<file path="src/rtl/vend_controller.sv">
// Coin-operated vending sequencer: accumulates credit from the coin detector's pulses,
// releases one product per select, and pays change back one coin at a time over valid/ack.
module vend_controller #(
    parameter int PRICE      = 35,
    parameter int MAX_CREDIT = 200,
    parameter int CREDIT_W   = 8
) (
    input  logic                clk,
    input  logic                reset,
    input  logic                dimeDetected,
    input  logic                nickelDetected,
    input  logic                quarterDetected,
    input  logic                select,
    input  logic                cancel,
    input  logic                ejectAck,
    output logic [CREDIT_W-1:0] credit,
    output logic                vend,
    output logic                insufficient,
    output logic                rejectCoin,
    output logic                ejectValid,
    output logic [1:0]          ejectCoin,
    output logic                busy
);

    typedef enum logic [1:0] {
        S_IDLE,
        S_CREDIT,
        S_VEND,
        S_CHANGE
    } state_t;

    localparam logic [1:0] COIN_NICKEL  = 2'd0;
    localparam logic [1:0] COIN_DIME    = 2'd1;
    localparam logic [1:0] COIN_QUARTER = 2'd2;

    localparam logic [CREDIT_W-1:0] PRICE_C = CREDIT_W'(PRICE);
    localparam logic [CREDIT_W:0]   MAX_C   = (CREDIT_W+1)'(MAX_CREDIT);

    function automatic logic [CREDIT_W-1:0] coin_cents(input logic [1:0] code);
        case (code)
            COIN_QUARTER: return CREDIT_W'(25);
            COIN_DIME:    return CREDIT_W'(10);
            default:      return CREDIT_W'(5);
        endcase
    endfunction

    // Largest coin that still fits in the remaining amount.
    function automatic logic [1:0] greedy_coin(input logic [CREDIT_W-1:0] amount);
        if (amount >= CREDIT_W'(25)) return COIN_QUARTER;
        if (amount >= CREDIT_W'(10)) return COIN_DIME;
        return COIN_NICKEL;
    endfunction

    state_t              state, state_d;
    logic [CREDIT_W-1:0] credit_d;
    logic [1:0]          det_count;
    logic                single_coin;
    logic                any_coin;
    logic [CREDIT_W-1:0] det_value;
    logic [CREDIT_W:0]   credit_sum;
    logic                coin_accept;
    logic                vend_d;
    logic                insufficient_d;
    logic                reject_d;
    logic                eject_valid_d;
    logic [1:0]          eject_coin_d;
    logic                busy_d;

    // Coin decode: a multi-hot detect is treated as a bad coin, never summed.
    // NOTE: every always_comb output gets a default first so no latch is inferred.
    always_comb begin
        det_count   = {1'b0, nickelDetected} + {1'b0, dimeDetected} + {1'b0, quarterDetected};
        single_coin = (det_count == 2'd1);
        any_coin    = (det_count != 2'd0);
        det_value   = '0;
        if (quarterDetected)
            det_value = CREDIT_W'(25);
        else if (dimeDetected)
            det_value = CREDIT_W'(10);
        else if (nickelDetected)
            det_value = CREDIT_W'(5);
        credit_sum  = {1'b0, credit} + {1'b0, det_value};
        coin_accept = single_coin && (credit_sum <= MAX_C) &&
                      (state == S_IDLE || state == S_CREDIT);
    end

    always_ff @(posedge clk or posedge reset) begin
        // NOTE: sequential state uses non-blocking assignments only.
        if (reset) begin
            state        <= S_IDLE;
            credit       <= '0;
            vend         <= 1'b0;
            insufficient <= 1'b0;
            rejectCoin   <= 1'b0;
            ejectValid   <= 1'b0;
            ejectCoin    <= COIN_NICKEL;
            busy         <= 1'b0;
        end else begin
            state        <= state_d;
            credit       <= credit_d;
            vend         <= vend_d;
            insufficient <= insufficient_d;
            rejectCoin   <= reject_d;
            ejectValid   <= eject_valid_d;
            ejectCoin    <= eject_coin_d;
            busy         <= busy_d;
        end
    end

    // Requests in CREDIT are judged on the registered credit; a same-cycle coin still lands.
    always_comb begin
        state_d  = state;
        credit_d = credit;
        if (coin_accept)
            credit_d = credit_sum[CREDIT_W-1:0];
        case (state)
            S_IDLE: begin
                if (coin_accept)
                    state_d = S_CREDIT;
            end
            S_CREDIT: begin
                if (cancel)
                    state_d = S_CHANGE;
                else if (select && credit >= PRICE_C)
                    state_d = S_VEND;
            end
            S_VEND: begin
                credit_d = credit - PRICE_C;
                state_d  = (credit_d != '0) ? S_CHANGE : S_IDLE;
            end
            S_CHANGE: begin
                if (ejectValid && ejectAck) begin
                    credit_d = credit - coin_cents(ejectCoin);
                    if (credit_d == '0)
                        state_d = S_IDLE;
                end
            end
            default: state_d = S_IDLE;
        endcase
    end

    // Outputs are computed from the upcoming state so they register in step with it.
    always_comb begin
        vend_d         = (state_d == S_VEND);
        busy_d         = (state_d == S_VEND) || (state_d == S_CHANGE);
        eject_valid_d  = (state_d == S_CHANGE);
        eject_coin_d   = eject_valid_d ? greedy_coin(credit_d) : COIN_NICKEL;
        insufficient_d = select && ((state == S_IDLE) ||
                                    (state == S_CREDIT && !cancel && credit < PRICE_C));
        reject_d       = any_coin && !coin_accept;
    end

endmodule

</file>
<file path="config.mk">
export PLATFORM = sky130hd
export DESIGN_NAME = vend_controller
export DESIGN_NICKNAME = d
export VERILOG_FILES = /design/src/rtl/vend_controller.sv
export SDC_FILE = /design/constraint.sdc
export NUM_CORES = 1
export LEC_CHECK = 0
export ABC_AREA = 1
export BUFFER_PORTS_ARGS = -buffer_cell sky130_fd_sc_hd__buf_2
export CAP_MARGIN = 5
export CORE_ASPECT_RATIO = 2
export CORE_UTILIZATION = 40
export DETAILED_ROUTE_END_ITERATION = 8
export PLACE_DENSITY_LB_ADDON = 0.15
export SKIP_LAST_GASP = 1
export SYNTH_ARGS = -nofsm -noshare
export SYNTH_HDL_FRONTEND = slang
export SYNTH_SLANG_ARGS = --single-unit
</file>
<file path="constraint.sdc">
create_clock -name clk -period 4.4 [get_ports clk]
set_clock_uncertainty 0.1 [all_clocks]
set_input_delay 0.44 -clock clk [delete_from_list [all_inputs] [get_ports clk]]
set_output_delay 0.44 -clock clk [all_outputs]
set_load 0.1 [all_outputs]
</file>
=== Yosys cells after proc, flatten, opt, wreduce, memory -nomap -nowiden ===
Index checks and enable logic that the tools add are counted.

* ROM bits: 0
* Flip-flop bits (word level): 17
* Memories: 0
* Memory bits (writable): 0
* Word-level logic and storage cells: 67
* Bits in latches: 0

* Mux-type cells: 24
* Divide/modulo/power cells: 0
* Equal/unequal tests: 8
* Reduce and logical (&&, ||, !) cells: 17
* Multiply operators: 0
* $lt $le $gt $ge: 5
* Bitwise gates (word level): 0
* Shift operators: 0
* Add/subtract/negate cells: 5

{| class="wikitable"
|+ Operator list
! kind !! number
|-
| $mux W8 || 4
|-
| $mux W2 || 11
|-
| $pmux W8 S2 || 1
|-
| $eq A2 B2 Y1 const B || 5
|-
| $pmux W5 S2 || 1
|-
| $add A8 B8 Y9 || 1
|-
| $le A9 B8 Y1 const B || 1
|-
| $ge A8 B4 Y1 const B || 1
|-
| $ge A8 B5 Y1 const B || 1
|-
| $ge A8 B6 Y1 const B || 1
|-
| $logic_and A1 B1 Y1 || 8
|-
| $logic_not A8 Y1 || 1
|-
| $lt A8 B6 Y1 const B || 1
|-
| $pmux W2 S4 || 1
|-
| $reduce_bool A8 Y1 || 1
|-
| $sub A8 B6 Y8 const B || 1
|-
| $sub A8 B8 Y8 || 1
|-
| $eq A2 B1 Y1 const B || 3
|-
| $mux W5 || 1
|-
| $mux W4 || 1
|-
| $logic_or A1 B1 Y1 || 3
|-
| $mux W1 || 3
|-
| $mux W3 || 1
|-
| $add A1 B1 Y2 || 1
|-
| 4 further kinds || 5
|}

=== Longest topological paths before layout ===
Gate-level depths: netlist of run 1.

* Depth after elaboration: 16
* Mapped depth: 22
* Mapped depth without buffers: 22

=== Worst setup path before layout of run 1 ===
OpenSTA, ideal clock, no wires.

* Path kind: reg2reg
* Start point: register ejectCoin[1]
* End point: register ejectCoin[0]
* Path buffers: 0
* Library setup time: 0.114 ns
* Cell stages (with the launch flop): 19
* Arrival: 3.028 ns
* Setup slack: 1.158 ns
* Path through: dfrtp_1 > inv_1 > ha_1 > inv_1 > ha_1 > inv_1 > fa_1 > nand3_1 > nand3_1 > xnor2_1 > nand4_1 > a21oi_1 > nand3_1 > a21boi_0 > nand2_1 > nand2_1 > inv_1 > nand2_1 > nor2_1

* Elaborated cells on any way between the ends: 22

{| class="wikitable"
|+ RTL lines
! element !! RTL line !! source
|-
| start, declared || 21 || <nowiki>output logic [1:0] ejectCoin,</nowiki>
|-
| start signal, assigned || 105 || <nowiki>ejectCoin <= eject_coin_d;</nowiki>
|-
| $eq A2 B1 Y1 or $eq A2 B2 Y1 (tied branches) || 40 || <nowiki>case (code)</nowiki>
|-
| $pmux W5 S2 * || 40 ||
|-
| $mux W8 * || 132 || <nowiki>if (ejectValid && ejectAck) begin</nowiki>
|-
| $mux W8 * || 116 || <nowiki>case (state)</nowiki>
|-
| $sub A8 B8 Y8 * || 133 || <nowiki>credit_d = credit - coin_cents(ejectCoin);</nowiki>
|-
| $logic_not A8 Y1 * || 134 || <nowiki>if (credit_d == '0)</nowiki>
|-
| $mux W2 * || 134 ||
|-
| $mux W2 * || 132 ||
|-
| $pmux W2 S4 * || 116 ||
|-
| $eq A2 B2 Y1 * || 146 || <nowiki>eject_valid_d = (state_d == S_CHANGE);</nowiki>
|-
| named net eject_valid_d || 65 || <nowiki>logic eject_valid_d;</nowiki>
|-
| $mux W2 * || 147 || <nowiki>eject_coin_d = eject_valid_d ? greedy_coin(credit_d) : COIN_NICKEL;</nowiki>
|-
| named net eject_coin_d[0] || 66 || <nowiki>logic [1:0] eject_coin_d;</nowiki>
|}

Mark *: on every way through the listed nets, which the timed path passes. The rest lies on a longest branch. The select of a mux whose other input is x is not followed.

=== Worst setup path after layout of run 1 ===
* Start point: input nickelDetected
* End point: register ejectCoin[1]

* Longest elaborated chain between the ends: 16
* Elaborated cells on any way between the ends: 25

{| class="wikitable"
|+ Ends and longest elaborated chain
! element !! RTL line !! source
|-
| start, declared || 11 || <nowiki>input logic nickelDetected,</nowiki>
|-
| $mux W3 || 80 || <nowiki>else if (nickelDetected)</nowiki>
|-
| $mux W4 || 78 || <nowiki>else if (dimeDetected)</nowiki>
|-
| $mux W5 || 76 || <nowiki>if (quarterDetected)</nowiki>
|-
| $add A8 B8 Y9 || 82 || <nowiki>credit_sum = {1'b0, credit} + {1'b0, det_value};</nowiki>
|-
| $le A9 B8 Y1 || 83 || <nowiki>coin_accept = single_coin && (credit_sum <= MAX_C) &&</nowiki>
|-
| $logic_and A1 B1 Y1 (2 in a row) || 83 ||
|-
| $mux W8 * || 114 || <nowiki>if (coin_accept)</nowiki>
|-
| $mux W8 || 132 ||
|-
| $pmux W8 S2 * || 116 ||
|-
| named net credit_d[4] || 55 || <nowiki>logic [CREDIT_W-1:0] credit_d;</nowiki>
|-
| $ge A8 B4 Y1 || 50 || <nowiki>if (amount >= CREDIT_W'(10)) return COIN_DIME;</nowiki>
|-
| $mux W1 (2 in a row) || 50 ||
|-
| $mux W2 || 51 || <nowiki>return COIN_NICKEL;</nowiki>
|-
| $mux W2 * || 50 ||
|-
| $mux W2 * || 147 ||
|-
| named net eject_coin_d[1] || 66 ||
|}

Marked as above.

==> results of run 1 <==
[worst paths after layout]
check                                        from                endpoint  slack (ps)  cells past startpoint
setup / recovery                   nickelDetected  ejectCoin[1]$_DFF_PP0_        1430                     21
max in group asynchronous                   reset     credit[4]$_DFF_PP0_        3620                      2
hold reg to reg                state[0]$_DFF_PP0_      state[0]$_DFF_PP0_         550                      2
min in group clk                           select  insufficient$_DFF_PP0_         320                      3
setup reg to reg           ejectCoin[1]$_DFF_PP0_  ejectCoin[0]$_DFF_PP0_        1450                     18
hold / removal                              reset    rejectCoin$_DFF_PP0_         160                      2
[worst max-delay path: cells and delay by family]
family                   cells  cell delay [ps]
AO/OA/AOI/OAI                2              380
buffers and inverters        5              350
adder cells (fa/ha/maj)      2              630
AND/OR/NAND/NOR             12             1200
[sequential cells by signal, indices dropped and copies added, names as in the netlist]
register      cells
credit            8
ejectCoin         2
state             2
ejectValid        1
insufficient      1
rejectCoin        1
vend              1
[synth_stat cells (all sizes together)]
| cell type | n |
|---|---|
| a22oi | 2 |
| nor3 | 1 |
| xor2 | 7 |
| nand3b | 1 |
| buf | 1 |
| o22ai | 1 |
| nor2b | 1 |
| and2 | 1 |
| nand4 | 11 |
| a31oi | 1 |
| o31ai | 1 |
| fa | 3 |
| a21oi | 8 |
| o211ai | 1 |
| xnor2 | 1 |
| or2 | 4 |
| nand3 | 35 |
| ha | 13 |
| nand2 | 86 |
| dfrtp | 16 |
| a21boi | 1 |
| inv | 60 |
| o21ai | 7 |
| clkbuf | 1 |
| nor2 | 17 |
[layer usage]
layer  routed length, um  track usage (%)
met1                1830             21.4
met2                3020             47.2
met3                 155             2.20
met4                 285             14.7
met5                   0                0
[layout by cell type, fill, tap and decap left out]
| master | count |
|---|---|
| nor2b_4 | 1 |
| nand2_1 | 82 |
| o31ai_1 | 1 |
| a31oi_4 | 1 |
| o22ai_1 | 1 |
| a21boi_0 | 1 |
| nand2_4 | 1 |
| xnor2_1 | 1 |
| or2_4 | 1 |
| and2_1 | 1 |
| a21oi_1 | 8 |
| nor3_1 | 1 |
| nand3_1 | 32 |
| xor2_1 | 7 |
| a22oi_1 | 2 |
| nor2_2 | 1 |
| nand2_2 | 3 |
| nand3_2 | 2 |
| fa_1 | 3 |
| ha_1 | 13 |
| buf_2 | 22 |
| or2_2 | 3 |
| nand3_4 | 1 |
| o21ai_0 | 7 |
| o211ai_1 | 1 |
| dfrtp_1 | 16 |
| nor2_1 | 16 |
| nand4_1 | 11 |
| clkbuf_8 | 3 |
| inv_2 | 1 |
| inv_1 | 59 |
| nand3b_1 | 1 |
[stage by stage]
step | instances | hold slack, ps | utilization (%)
final | 358 | 162 | 46.3
after global routing | 358 | 229 | 46.3
after CTS | 358 | 188 | 46.3
after detailed placement | 355 | 460 | 45.3
after global placement | 355 | 443 | 45.3
after floorplan | 281 | 254 | -
[kinds of logic (layout without fill, tap and decap cells)]
family	Yosys count	after routing	share of synthesized area [%]
AND/OR/NAND/NOR	157	157	40.5
buffers and inverters	62	85	13.3
AO/OA/AOI/OAI	22	22	7.77
adder cells (fa/ha/maj)	16	16	12.3
flip-flops	16	16	22.2
XOR/XNOR	8	8	3.88
[cell type report]
type	instances	share of cell area, %
inverter	60	11.2
sequential	16	19.9
timing repair buffer	22	5.48
multi-input combinational	203	57.9
tap	54	3.36
clock buffer	3	2.06
==> implementation parameters, run 1 <==
Parameter                              Value

Run status
  Status ... complete, no violations

Timing
  Worst setup slack after layout ... 1430 ps
  Slew Viols, Final ... 0
  Setup violations, final ... 0
  Maximum clock frequency ... 0.337 GHz
  Final clock period utilization by the worst path ... 67.5%
  RSZ-0062 raised after global routing ... false
  Final total negative setup slack ... 0 ps
  Minimum period implied by the final worst setup slack ... 2970 ps
  Fin. Hold Viols ... 0
  Slew HR ... 57.3%
  Tightest Pin Transition ... 639 ps

Die
  Initial core utilization ... 41.6%
  # IOs ... 23
  Placement row count ... 34
  Die boundary height ... 97.0 um
  Die Area ... 4800 um2
  Chip width ... 49.5 um
  Area of the core ... 4340 um2

Synth
  Mapped cell area ... 1800 um2
  Post-synthesis cell type with the largest combined area ... dfrtp_1
  Flop and latch count out of synthesis ... 16
  Number of warnings printed during yosys synthesis ... 0
  Distinct cell type count of the synthesized netlist ... 32
  Share of the synthesized area in the top cell type ... 22.2%
  Mapped Cells ... 281
  Synth Net Count ... 305
  Sequential-to-total area share from yosys stat ... 22.2%
  Synth top area cells ... dfrtp_1 (22%), nand2_1 (17%), inv_1 (12%)
  Mapped Avg Cell Area ... 6.42 um2

GRT
  Initial antenna violation count ... 0
  First-pass GRT wire length ... 8.51 mm
  Vias in the first global route ... 1,910
  Maximum number of pins on one net before global-route repair ... 17
  Overall routing resource usage ... 23.8%
  Global route overflow ... 0

Setup path
  CP endpoint kind ... flip-flop
  Req. time, crit path ... 4450 ps
  CP Class ... in2reg
  Largest driver fanout on the critical path ... 10
  Critical-path top delay cell ... fa_1
  List of cells traversed by the critical path ... buf_2 > inv_1 > o21ai_0 > ha_1 > inv_1 > fa_1 > inv_1 > nand3_1 > nand2_1 > nand2_1 > nand2_1 > nand3_1 > nand2_4 > nand3_4 > nand2_1 > nand3_1 > nand2_1 > inv_1 > nor2_1 > nand2_1 > a21oi_1
  CP most frequent cell ... nand2_1
  Critical path's largest stage delay ... 400 ps
  Worst EP arrival ... 3020 ps
  CP Launch Type ... input pin

Layout
  Post-layout net count ... 330
  Register area ... 400 um2
  Inserted Diodes ... 0
  Share of post-route cells with drive strength above 1 ... 13.2%
  Layout overhead on the synthesized area ... 11.3%
  Area of the multi-input gates ... 1160 um2
  Number of fill cells ... 513
  Post-layout instance area ... 2010 um2

Drt
  Via total after detailed routing ... 1,864
  Routed Antenna Nets ... 0
  Avg Vias per Cell ... 5.21
  DRT iter0 DRCs ... 45
  1st-pass router iterations ... 4
  Drt drc ... 0
  Average wire per standard cell ... 14.8 um
  Total detailed-routing wirelength ... 5.29 mm

CTS
  H-tree lvl count ... 1
  Count of cells resized by post-cts repair ... 0
  Clock tree from TritonCTS ... done
  CTS Hold Buffers Added ... 0
  Clock transition at path regs ... 60 ps
  Root buffer cell ... clkbuf_8
  Clock sinks ... 16
  Number of post-CTS setup repair buffers ... 0
  Skew-Pair Late Insertion Delay ... 250 ps
  Number of CTS-inserted buffers ... 3
  Maximum clock insertion buffer count ... 2

Placed design
  Detail Placement HPWL ... 4.46 mm
  Port buffer count ... 22
  Placer Congestion ... 0.887
  Post-place setup slack ... 1160 ps
  Cell area reported after detailed placement ... 1970 um2

Worst hold path
  Min-Delay Path Class ... in2async

Run
  Maxcap violations ... 0
Power of run 1 is not shown: default switching activity piles up to over one toggle a cycle in this logic, so the estimate is an artifact.
==> inputs of run 2 (changes only) <==
Settings changed: ABC_AREA 1 to 0.
Clock period 4.4 ns to 2.7 ns, I/O delays scaled along.
==> implementation parameters, run 2 <==
Parameter                              Value

Synth
  Most frequent cell after synthesis ... inv_1 (was nand2_1)
  Ys flop type ... dfrtp_1 (unchanged)
  Synth Net Count ... 242 (was 305)
  Distinct cell type count of the synthesized netlist ... 60 (was 32)
  Synth top area cells ... dfrtp_1 (22%), ha_1 (9.1%), inv_1 (5.5%) (was dfrtp_1 (22%), nand2_1 (17%), inv_1 (12%))
  Mapped Avg Cell Area ... 8.18 um2 (was 6.42 um2)
  Share of flip-flops with an asynchronous set or reset ... 100% (unchanged)
  Mapped cell area ... 1780 um2 (was 1800 um2)
  Sequential-to-total area share from yosys stat ... 22.4% (was 22.2%)
  Number of synthesized flops with an enable pin ... 0 (unchanged)
  Share of the synthesized area in the top cell type ... 22.4% (was 22.2%)
  Number of warnings printed during yosys synthesis ... 0 (unchanged)
  Most numerous cell types in the synthesized netlist ... inv_1 (26), nand2_1 (18), dfrtp_1 (16) (was nand2_1 (82), inv_1 (59), nand3_1 (32))
  Flop and latch count out of synthesis ... 16 (unchanged)
  Post-synthesis cell type with the largest combined area ... dfrtp_1 (unchanged)
  Mapped Cells ... 218 (was 281)

CTS
  Clock tree from TritonCTS ... done (unchanged)
  Number of CTS-inserted buffers ... 3 (unchanged)
  Clock sinks ... 16 (unchanged)
  Maximum clock insertion buffer count ... 2 (unchanged)
  Skew-Pair Late Insertion Delay ... 250 ps (about the same)
  Root buffer cell ... clkbuf_8 (unchanged)
  Clock transition at path regs ... 70 ps (was 60 ps)
  H-tree lvl count ... 1 (unchanged)

Drt
  Routed Antenna Nets ... 0 (unchanged)
  Via total after detailed routing ... 2,053 (was 1,864)
  1st-pass router iterations ... 6 (was 4)
  Average wire per standard cell ... 18.1 um (was 14.8 um)
  Avg Vias per Cell ... 5.67 (was 5.21)
  Drt drc ... 1 (was 0)
  Total detailed-routing wirelength ... 6.56 mm (was 5.29 mm)
  DRT iter0 DRCs ... 83 (was 45)

Die
  Initial core utilization ... 41.5% (was 41.6%)
  # IOs ... 23 (unchanged)
  Die Area ... 4750 um2 (was 4800 um2)
  Area of the core ... 4300 um2 (was 4340 um2)
  Placement row count ... 34 (unchanged)
  Chip width ... 49.2 um (was 49.5 um)
  Die boundary height ... 96.5 um (was 97.0 um)

Setup path
  CP Launch Type ... flip-flop (was input pin)
  Endpoint of the worst-slack reg-to-reg timing path ... ejectCoin[1]$_DFF_PP0_ (was ejectCoin[0]$_DFF_PP0_)
  CP endpoint kind ... flip-flop (unchanged)
  Start point of the critical path ... credit[0]$_DFF_PP0_ (was nickelDetected)
  Worst EP arrival ... 3370 ps (was 3020 ps)
  Largest driver fanout on the critical path ... 4 (was 10)
  Reg2Reg Depth ... 15 (was 18)
  Worst reg2reg startpoint ... credit[0]$_DFF_PP0_ (was ejectCoin[1]$_DFF_PP0_)
  Req. time, crit path ... 2740 ps (was 4450 ps)
  CP Class ... reg2reg (was in2reg)
  CP Capture Point ... ejectCoin[1]$_DFF_PP0_ (unchanged)
  Reg2Reg Setup Slack ... -630 ps (was 1450 ps)

Timing
  Fin. Hold Viols ... 0 (unchanged)
  Final clock period utilization by the worst path ... 123%
  Tightest Pin Transition ... 717 ps (was 639 ps)
  Maximum clock frequency ... 0.300 GHz
  Slew Viols, Final ... 0 (unchanged)
  Slew HR ... 52.1% (was 57.3%)
  Setup violations, final ... 13 (was 0)
  Minimum period implied by the final worst setup slack ... 3330 ps
  RSZ-0062 raised after global routing ... true (was false)
  Worst setup slack after layout ... -631 ps (was 1430 ps)

Placed design
  Placer Congestion ... 0.956 (was 0.887)
  Detail Placement HPWL ... 5.01 mm (was 4.46 mm)
  Post-place setup slack ... -985 ps (was 1160 ps)
  Port buffer count ... 22 (unchanged)

Layout
  Most common library cell in the layout ignoring fill and taps ... buf_4 (was nand2_1)
  Share of post-route cells with drive strength above 1 ... 49.7% (was 13.2%)
  Top Registers ... credit (8), ejectCoin (2), state (2) (unchanged)
  Area of the multi-input gates ... 1500 um2 (was 1160 um2)
  Register area ... 428 um2 (was 400 um2)
  Number of flip-flops in the largest register ... 8 (unchanged)
  Number of fill cells ... 386 (was 513)
  Post-layout net count ... 333 (was 330)
  Most flops, register ... credit (unchanged)
  Util after Layout ... 65.5% (was 46.3%)
  Highest-count cells in the layout ignoring fill and taps ... buf_4 (63), buf_2 (22), inv_1 (19) (was nand2_1 (82), inv_1 (59), nand3_1 (32))
  Layout overhead on the synthesized area ... 57.6% (was 11.3%)
  Inserted Diodes ... 0 (unchanged)

GRT
  First-pass GRT wire length ... 10.4 mm (was 8.51 mm)
  Initial antenna violation count ... 0 (unchanged)
  Vias in the first global route ... 2,202 (was 1,910)
  Global route overflow ... 0 (unchanged)
  Overall routing resource usage ... 29.8% (was 23.8%)
  Maximum number of pins on one net before global-route repair ... 18 (was 17)

Worst hold path
  Min-Delay Path Class ... in2async (unchanged)

Run
  Maxcap violations ... 0 (unchanged)

Run status
  Violated checks ... design-rule violations, negative setup slack
  Status ... finished with violations (was complete, no violations)
## run 2: worst max-delay path, stage by stage, from the launching register on
cell and delay (ps):
dfrtp_4 490, ha_4 170, inv_2 40, fa_2 180, and2b_2 260, o211ai_1 250, buf_4 170, a21o_1 160
o31ai_2 90, a21boi_4 160, buf_6 140, buf_6 110, nand2b_4 140, a211oi_4 280, inv_2 70, o41a_1 410
## run 2: cell families (layout without fill, tap and decap cells)
| logic type | after synthesis | after routing | share of synthesized area, % |
|---|---|---|---|
| DFF | 16 | 16 | 22.4 |
| and+or+nand+nor | 63 | 63 | 18.9 |
| xor gates and xnor gates | 10 | 10 | 4.91 |
| AOI/OAI and AO/OA | 75 | 75 | 30.7 |
| buffers and inverters | 33 | 123 | 7.36 |
| muxes | 5 | 5 | 3.16 |
| adders and majority gates | 16 | 16 | 12.5 |
## run 2: layout make-up
type / count / area share [%]
Inverter: 27 / 3.69
Clock buffer: 4 / 1.60
Timing Repair Buffer: 92 / 23.8
Multi-Input combinational cell: 169 / 53.2
Sequential cell: 16 / 15.2
Tap cell: 54 / 2.40
## run 2: how the worst min path moves through the flow
stage / start / to / slack, ps / depth (start not counted)
final: reset / credit[1]$_DFF_PP0_ / 20 / 2
after global routing: reset / credit[1]$_DFF_PP0_ / 80 / 2
after CTS: reset / credit[1]$_DFF_PP0_ / 40 / 2
after detailed placement: reset / credit[1]$_DFF_PP0_ / 320 / 2
after global placement: reset / state[0]$_DFF_PP0_ / 300 / 2
after floorplan: reset / credit[6]$_DFF_PP0_ / 80 / 1
## run 2: per-stage QoR
step | std cells | area, um2 | hold slack [ps] | TNS (ps)
after floorplan | 218 | 1860 | 83.8 | -2860
final | 362 | 2810 | 22.0 | -2940
after global placement | 351 | 2480 | 304 | -6500
after detailed placement | 351 | 2480 | 318 | -6170
after CTS | 362 | 2770 | 42.2 | -3060
after global routing | 362 | 2810 | 75.1 | -4270
## run 2: repair_timing
| action | 4_1_cts | 5_1_grt |
|---|---|---|
| gates resized for setup | 36 | 12 |
| hold buffers | 0 | 0 |
| pin swaps | 20 | 17 |
| setup buffers | 11 | 1 |
| endpoints found under the setup margin | 14 | 13 |
## run 2: per-layer routing
metal	vias to the layer above	share of wire, %	global-route usage [%]
met3	27	2.9	2.50
met1	973	35	26.2
met2	65	56	60.2
met5	-	0	0
li1	988	-	-
met4	0	6.2	22.5
Power of run 2 is left out for the same reason.
==> inputs of run 3 (changes only) <==
Settings changed: CORE_MARGIN from default to 5, CTS_BUF_LIST from default to sky130_fd_sc_hd__clkbuf_2 sky130_fd_sc_hd__clkbuf_4 sky130_fd_sc_hd__clkbuf_8, SKIP_LAST_GASP 1 to default.
==> implementation parameters, run 3 (synthesis results as in run 2) <==
Parameter                              Value

Drt
  Routed Antenna Nets ... 0 (unchanged)
  1st-pass router iterations ... 4 (was 6)
  Avg Vias per Cell ... 5.79 (was 5.67)
  Total met3 wirelength after detailed routing ... 203 um (was 187 um)
  Highest metal used ... met4 (unchanged)
  Average wire per standard cell ... 17.6 um (was 18.1 um)
  Drt drc ... 0 (was 1)
  Total detailed-routing wirelength ... 6.45 mm (was 6.56 mm)
  DRT iter0 DRCs ... 90 (was 83)
  Total length of routed met2 wires ... 3.67 mm (unchanged)
  Met1 layer wirelength in the final routing ... 2.12 mm (was 2.29 mm)
  Via total after detailed routing ... 2,118 (was 2,053)

CTS
  Skew-Pair Late Insertion Delay ... 260 ps (was 250 ps)
  CTS Hold Buffers Added ... 0 (unchanged)
  Clock tree from TritonCTS ... done (unchanged)
  Maximum clock insertion buffer count ... 2 (unchanged)
  Clock transition at path regs ... 70 ps (about the same)
  Root buffer cell ... clkbuf_8 (unchanged)
  Number of CTS-inserted buffers ... 3 (unchanged)
  Clock sinks ... 16 (unchanged)
  H-tree lvl count ... 1 (unchanged)

Timing
  Worst setup slack after layout ... -668 ps (was -631 ps)
  RSZ-0062 raised after global routing ... true (unchanged)
  Slew HR ... 52.3% (was 52.1%)
  Slew Viols, Final ... 0 (unchanged)
  Final clock period utilization by the worst path ... 125% (was 123%)
  Fin. Hold Viols ... 0 (unchanged)
  Setup violations, final ... 12 (was 13)
  Tightest Pin Transition ... 714 ps (was 717 ps)
  Worst slack on hold paths ... 12.8 ps (was 22.0 ps)
  Maximum clock frequency ... 0.297 GHz (was 0.300 GHz)
  Minimum period implied by the final worst setup slack ... 3370 ps (was 3330 ps)

Setup path
  Crit path buf inv count ... 2 (was 5)
  Number of cells on the critical path ... 13 (was 15)
  Critical-path top delay cell ... dfrtp_4 (unchanged)
  CP endpoint kind ... flip-flop (unchanged)
  Worst reg2reg startpoint ... credit[0]$_DFF_PP0_ (unchanged)
  Start point of the critical path ... credit[0]$_DFF_PP0_ (unchanged)
  CP Class ... reg2reg (unchanged)
  Largest driver fanout on the critical path ... 5 (was 4)
  List of cells traversed by the critical path ... ha_4 > inv_2 > fa_2 > and2b_2 > o211ai_1 > buf_4 > a211oi_4 > o31ai_1 > a21boi_4 > mux2i_1 > a22oi_2 > o311a_4 > o41a_1 (was ha_4 > inv_2 > fa_2 > and2b_2 > o211ai_1 > buf_4 > a21o_1 > o31ai_2 > a21boi_4 > buf_6 > buf_6 > nand2b_4 > a211oi_4 > inv_2 > o41a_1)
  Reg2Reg Depth ... 13 (was 15)
  Worst EP arrival ... 3400 ps (was 3370 ps)
  Req. time, crit path ... 2740 ps (about the same)
  CP Capture Point ... ejectCoin[1]$_DFF_PP0_ (unchanged)
  Reg2Reg Setup Slack ... -670 ps (was -630 ps)
  Endpoint of the worst-slack reg-to-reg timing path ... ejectCoin[1]$_DFF_PP0_ (unchanged)
  CP Launch Type ... flip-flop (unchanged)
  Top cell family by delay on the critical path ... compound AO/OA/AOI/OAI gates (unchanged)
  Critical path's largest stage delay ... 490 ps (about the same)

Die
  Die boundary height ... 104 um (was 96.5 um)
  Initial core utilization ... 41.1% (was 41.5%)
  Placement row count ... 34 (unchanged)
  Area of the core ... 4340 um2 (was 4300 um2)
  Chip width ... 57.2 um (was 49.2 um)
  Die Area ... 5980 um2 (was 4750 um2)
  # IOs ... 23 (unchanged)

GRT
  Global route overflow ... 0 (unchanged)
  Initial antenna violation count ... 0 (unchanged)
  First-pass GRT wire length ... 10.4 mm (about the same)
  Maximum number of pins on one net before global-route repair ... 18 (unchanged)
  Overall routing resource usage ... 22.0% (was 29.8%)
  Vias in the first global route ... 2,285 (was 2,202)

Placed design
  Cell area reported after detailed placement ... 2490 um2 (was 2480 um2)
  Port buffer count ... 22 (unchanged)
  Placer Congestion ... 0.895 (was 0.956)
  Instance count after placement with tap cells included ... 352 (was 351)
  Detail Placement HPWL ... 4.90 mm (was 5.01 mm)

Layout
  Post-layout instance area ... 2920 um2 (was 2810 um2)
  Finished Layout Cells ... 366 (was 362)
  Share of post-route cells with drive strength above 1 ... 54.2% (was 49.7%)
  Post-layout net count ... 337 (was 333)
  Highest-count cells in the layout ignoring fill and taps ... buf_4 (63), buf_2 (22), inv_1 (18) (was buf_4 (63), buf_2 (22), inv_1 (19))
  Inserted Diodes ... 0 (unchanged)
  Number of flip-flops in the largest register ... 8 (unchanged)
  Layout overhead on the synthesized area ... 63.9% (was 57.6%)
  Most common library cell in the layout ignoring fill and taps ... buf_4 (unchanged)
  Most flops, register ... credit (unchanged)
  Util after Layout ... 67.4% (was 65.5%)
  Top Registers ... credit (8), ejectCoin (2), state (2) (unchanged)

Run status
  Status ... finished with violations (unchanged)
  Violated checks ... negative setup slack (was design-rule violations, negative setup slack)

Run
  Maxcap violations ... 0 (unchanged)

Worst hold path
  Min-Delay Path Class ... in2async (unchanged)
run 3: changes by cell type in the layout (fill, tap and decap cells not counted), moves of 2 or more:
cell       change
buf_6          +5
a21oi_1        -2
nand2_1        -2
nand2_2        +2
o2111ai_1      -2
run 3: through the flow:
stage	setup slack (ps)	setup TNS, ps
detailed placement	-953	-6110
floorplan	-714	-2860
global route	-771	-4210
finish	-668	-2810
CTS	-620	-2670
global placement	-851	-5570
run 3: metal layers:
layer,vias to the layer above,GRT usage [%]
met5,-,0
met4,0,15.8
met3,35,1.99
met2,65,41.7
met1,1026,20.6
li1,992,-
run 3: cell type report:
| class | instances | area, um2 |
|---|---|---|
| clock buffers | 4 | 48.8 |
| well taps | 54 | 67.6 |
| inverters | 27 | 111 |
| fillers | 380 | 1420 |
| repair buffers | 96 | 707 |
| flip-flops and latches | 16 | 428 |
| multi-input cells | 169 | 1560 |
run 3: worst register-to-register path: cells and delay by family (launching register included):
family                     cells  cell delay, ps
AOI/OAI and AO/OA              7            1570
DFF                            1             490
adders and majority gates      2             350
muxes                          1             270
and+or+nand+nor                1             260
buffers and inverters          2             230
run 3: worst min-delay path by stage:
stage                      from                  end  cells past startpoint  slack (ps)
final                     reset   state[1]$_DFF_PP0_                      2          10
after global routing      reset  credit[1]$_DFF_PP0_                      2          70
after CTS                 reset   state[1]$_DFF_PP0_                      2          50
after detailed placement  reset   state[1]$_DFF_PP0_                      2         310
after global placement    reset   state[1]$_DFF_PP0_                      2         300
after floorplan           reset  credit[6]$_DFF_PP0_                      1          80
run 3: timing repair:
action	CTS	global route
resized for setup	39	28
hold endpoints to repair	0	0
buffers inserted	7	5
pin swaps	19	15
endpoints found under the setup margin	13	13
Power of run 3 is left out for the same reason.
